<file path="src/rtl/enc8b10b_tx_sched.sv">
// Transmit symbol scheduler feeding a combinational 8b/10b encoder.
// Ports: clk/rst, en strobe, s_* payload in, enc_word back, sym_* / flags out.
module enc8b10b_tx_sched #(
  parameter int unsigned COMMA_INTERVAL = 16,
  parameter int unsigned CNT_W          = 8
) (
  input  logic       clk,
  input  logic       rst,
  input  logic       en,
  input  logic       s_valid,
  input  logic [7:0] s_data,
  input  logic       s_last,
  output logic       s_ready,
  input  logic [9:0] enc_word,
  output logic [7:0] sym_data,
  output logic       sym_k,
  output logic       sym_rd,
  output logic       comma_ins,
  output logic       err_disp
);

  localparam logic [7:0] K28_5 = 8'hBC;
  localparam logic [7:0] K28_1 = 8'h3C;
  localparam logic [7:0] K23_7 = 8'hF7;

  localparam logic [CNT_W-1:0] CNT_MAX =
    CNT_W'(COMMA_INTERVAL - 1);

  typedef enum logic [1:0] {
    ST_IDLE,
    ST_DATA,
    ST_EOF
  } state_t;

  state_t           state_q;
  state_t           state_d;
  logic [CNT_W-1:0] cnt_q;
  logic [CNT_W-1:0] cnt_d;
  logic             comma_due;

  logic [7:0] data_d;
  logic       k_d;
  logic       ci_d;
  logic       is_comma;

  logic [3:0] ones;
  logic       rd_d;
  logic       derr;

  assign comma_due = (cnt_q == CNT_MAX);

  assign s_ready = en && (state_q == ST_DATA)
                   && !comma_due && !rst;

  // Ones count of the word the encoder produced
  // for the symbol currently on sym_*.
  always_comb begin
    ones = '0;
    for (int i = 0; i < 10; i++) begin
      ones = ones + {3'b000, enc_word[i]};
    end
  end

  // Running disparity check and update. An
  // illegal word leaves RD where it was.
  always_comb begin
    rd_d = sym_rd;
    derr = 1'b0;
    unique case (ones)
      4'd5: rd_d = sym_rd;
      4'd6: begin
        if (!sym_rd) rd_d = 1'b1;
        else         derr = 1'b1;
      end
      4'd4: begin
        if (sym_rd) rd_d = 1'b0;
        else        derr = 1'b1;
      end
      default: derr = 1'b1;
    endcase
  end

  // Symbol selection. Default slot content is
  // a K28.5 comma/fill.
  always_comb begin
    state_d  = state_q;
    data_d   = K28_5;
    k_d      = 1'b1;
    ci_d     = 1'b0;
    is_comma = 1'b1;
    unique case (state_q)
      ST_IDLE: begin
        // SOF is never preempted by comma_due.
        if (s_valid) begin
          data_d   = K28_1;
          is_comma = 1'b0;
          state_d  = ST_DATA;
        end
      end
      ST_DATA: begin
        if (comma_due) begin
          ci_d = 1'b1;
        end else if (s_valid) begin
          data_d   = s_data;
          k_d      = 1'b0;
          is_comma = 1'b0;
          if (s_last) state_d = ST_EOF;
        end
      end
      ST_EOF: begin
        data_d   = K23_7;
        is_comma = 1'b0;
        state_d  = ST_IDLE;
      end
      default: state_d = ST_IDLE;
    endcase
  end

  // Symbols since the last comma, saturating.
  always_comb begin
    if (is_comma)       cnt_d = '0;
    else if (comma_due) cnt_d = cnt_q;
    else                cnt_d = cnt_q + 1'b1;
  end

  always_ff @(posedge clk) begin
    if (rst) begin
      state_q   <= ST_IDLE;
      cnt_q     <= '0;
      sym_data  <= K28_5;
      sym_k     <= 1'b1;
      sym_rd    <= 1'b0;
      comma_ins <= 1'b0;
      err_disp  <= 1'b0;
    end else if (en) begin
      state_q   <= state_d;
      cnt_q     <= cnt_d;
      sym_data  <= data_d;
      sym_k     <= k_d;
      sym_rd    <= rd_d;
      comma_ins <= ci_d;
      err_disp  <= err_disp | derr;
    end else begin
      comma_ins <= 1'b0;
    end
  end

endmodule

</file>
<file path="config.mk">
export PLATFORM = sky130hd
export DESIGN_NAME = enc8b10b_tx_sched
export DESIGN_NICKNAME = d
export VERILOG_FILES = /design/src/rtl/enc8b10b_tx_sched.sv
export SDC_FILE = /design/constraint.sdc
export NUM_CORES = 1
export LEC_CHECK = 0
export ABC_AREA = 1
export CAP_MARGIN = 20
export CORE_MARGIN = 5
export CORE_UTILIZATION = 30
export DETAILED_ROUTE_END_ITERATION = 10
export PLACE_DENSITY_LB_ADDON = 0.3
export RECOVER_POWER = 100
export SYNTH_ARGS = -nofsm -noshare
export SYNTH_HDL_FRONTEND = slang
export SYNTH_SLANG_ARGS = --single-unit
</file>
<file path="constraint.sdc">
create_clock -name clk -period 8.5 [get_ports clk]
set_clock_uncertainty 0.05 [all_clocks]
set_input_delay 1.7 -clock clk [delete_from_list [all_inputs] [get_ports clk]]
set_output_delay 1.7 -clock clk [all_outputs]
set_load 0.005 [all_outputs]
</file>
==> flow_metrics.tcl <==
set metrics [dict create \
    status "finished, final reports clean" \
    pwr-share-clk 0.274 \
    setup_violations 0 \
    end_kind "primary output" \
    tritoncts.num_buffers 3 \
    top_layer "met4" \
    synth_commonest_cells "nand2_1 (42), inv_1 (41), nor2_1 (27), dfxtp_1 (22), nand3_1 (12)" \
    postSynthAreaPerCell_um2 6.90 \
    first_pass_iters 4 \
    slew_headroom 0.688 \
    cts_sinks 22 \
    worst_slew_pin_slew_ps 467 \
    post_cts_resized 0 \
    synthTopCellsByArea "dfxtp_1 (33%), nand2_1 (12%), inv_1 (11%)" \
    reg2reg_to "cnt_q[6]" \
    reg2reg_depth 8 \
    fillCellCount 452 \
    num_vias 1261 \
    io_pins 36 \
    wl_per_cell_um 10.3 \
    finalCriticalPeriod_ps 5420 \
    die_h_um 77.1 \
    dr_wl_met2_mm 1.37 \
    diodes 0 \
    r2r-start "cnt_q[0]" \
    finalInstanceArea_mm2 0.00180 \
    root_buffer "clkbuf_8" \
    grt_max_degree 17 \
    p_leak_nw 0.801 \
    power_density_mw_per_mm2 151 \
    rsz0062_at_grt "no" \
    grt_pass1_wl_mm 5.30 \
    clkTransAtPathRegs_ps 80 \
    port_buffers 35 \
    drcViolationCount 0 \
    worstHoldPathCells 2 \
    vias_per_cell 4.42 \
    grt_usage 0.106 \
    power.ir.vdd_worst_mv 0.0834 \
    ant_nets 0 \
    ff2ff_setup_slack_ps 6530 \
    yosysSeqAreaShare 0.326 \
    antenna_found_initial 0 \
    core_area_mm2 0.00435 \
    initial_utilization 0.311 \
    drtIter0Drc 40 \
    h-tree-depth 1 \
    stdcell_count 285 \
    p_seq_frac 0.416 \
    cts_tree "built" \
    total_power_w 0.000273 \
    drive_gt1_frac 0.0472 \
    synthDistinctLibCells 23 \
    routed_wl_mm 2.94 \
    yosys.area.top_type "dfxtp_1" \
    syn-instance-count 196 \
    cap_viol_max_count 0 \
    syn_area_mm2 0.00135 \
    die_area_mm2 0.00595 \
    critPathMaxFanout 11 \
    start_kind "input port" \
    worstSetupPathType "in -> out" \
    nets 266 \
    fin_crit_sh 0.637 \
    intPower_w 0.000191 \
    grt_pass1_vias 1243 \
    fin_tns_setup_ps 0 \
    postLayoutCoreUtil 0.414 \
    ys_seq_elements 22 \
    syn_nets 228 \
    pwr-share-comb 0.310 \
    power.share.switching 0.301 \
    die_x_um 77.1 \
    ctsHoldBuffers 0 \
    wirelength_met1_mm 1.44 \
    async_flop_share 0 \
    cp.required_ps 6750 \
    cts_setup_buffers 0 \
    critPathArrivalTime_ps 3670 \
    synth-edff-count 0 \
    gp_congestion 0.772 \
    slew_viol_final 0 \
    min_from "err_disp" \
    rows 24 \
    dp_cells 281 \
    yosysTopAreaCellShare 0.326 \
    grt.overflow.total 0 \
    hp-class "reg -> reg" \
    min_to "err_disp" \
    route.met3.wl_um 104 \
    dp_hpwl_mm 2.38 \
    yosysWarnings 0 \
    clockBufferDepth 2 \
    hold_viol 0 \
    ys.flop_type "dfxtp_1" \
    p_sw_w 0.0000822 \
    max_freq_mhz 185 \
    clk_latency_ps 260 \
    yosysMostFrequentCell "nand2_1" \
    synthToLayoutAreaGrowth_pct 33.4 \
    placed_cell_area_mm2 0.00176 \
]
placed cells by master, fill, tap and decap left out:
cell / Yosys / final
nand3_1: 12 / 12
nand4_1: 1 / 1
a21oi_1: 10 / 10
inv_2: 1 / 1
o211ai_4: 1 / 1
nor2_4: 1 / 1
inv_1: 41 / 41
o21ai_0: 11 / 12
nand2_4: 1 / 1
dlygate4sd3_1: 0 / 16
xor2_1: 2 / 2
ha_1: 3 / 3
dfxtp_1: 22 / 22
o22ai_1: 3 / 3
clkbuf_8: 0 / 4
fa_1: 6 / 6
nor3_4: 1 / 1
nor3b_1: 1 / 1
nand3_2: 1 / 1
nor3_1: 3 / 3
clkdlybuf4s50_1: 0 / 19
nand2_1: 42 / 44
nand2_2: 3 / 1
nor2_1: 27 / 27
registers in the layout, summed over array words and instances (netlist names):
signal and cells:
cnt_q 8, sym_data 8, state_q 2, comma_ins 1, err_disp 1, sym_k 1, sym_rd 1
metal layers:
layer / GRT usage / vias to the layer above
met5: 0 / -
met4: 0.0481 / 0
met3: 0.0176 / 2
met2: 0.167 / 21
met1: 0.140 / 563
li1: - / 675
cell type report:
class	instances	area (um^2)	share of cell area
Multi-Input combinational cell	130	736	0.408
Sequential cell	22	440	0.244
Timing Repair Buffer	35	350	0.194
Inverter	42	158	0.0874
Tap cell	52	65.1	0.0361
Clock buffer	4	55.1	0.0305
kinds of logic (layout without fill, tap and decap cells):
family	after synthesis	after routing	share of synthesized area
simple gates	93	93	0.307
xor+xnor	2	2	0.0130
compound gates	26	26	0.114
buf+inv	44	81	0.124
flops	22	22	0.326
fa+ha+maj	9	9	0.117
how the worst max path moves through the flow:
stage / cells after the start / startpoint / endpoint / slack (ps)
2_1_floorplan: 12 / enc_word[0] / err_disp / 4070
3_3_place_gp: 6 / en / s_ready / 3280
3_5_place_dp: 6 / en / s_ready / 3210
4_1_cts: 6 / en / s_ready / 3200
5_1_grt: 6 / en / s_ready / 2920
6_report: 6 / en / s_ready / 3080
stage by stage:
step / hold WS (ps) / setup WS, ps
final: 411 / 3080
after global routing: 441 / 2920
after CTS: 427 / 3200
after detailed placement: 407 / 3210
after global placement: 408 / 3280
after floorplan: 403 / 4070
power groups by stage:
| stage | registers, W | logic [W] | clock network [W] |
|---|---|---|---|
| CTS | 0.000114 | 0.0000882 | 0.0000787 |
| global route | 0.000114 | 0.0000975 | 0.0000819 |
| floorplan | 0.000116 | 0.0000562 | 0 |
| finish | 0.000113 | 0.0000847 | 0.0000748 |
| global placement | 0.000116 | 0.0000871 | 0 |
| detailed placement | 0.000116 | 0.0000880 | 0 |
worst max-delay path, stage by stage:
cell	delay, ps
dlygate4sd3_1	800
inv_1	220
nor2_1	200
inv_1	80
nor2_1	90
dlygate4sd3_1	580
(Power assumes the default switching activity.)
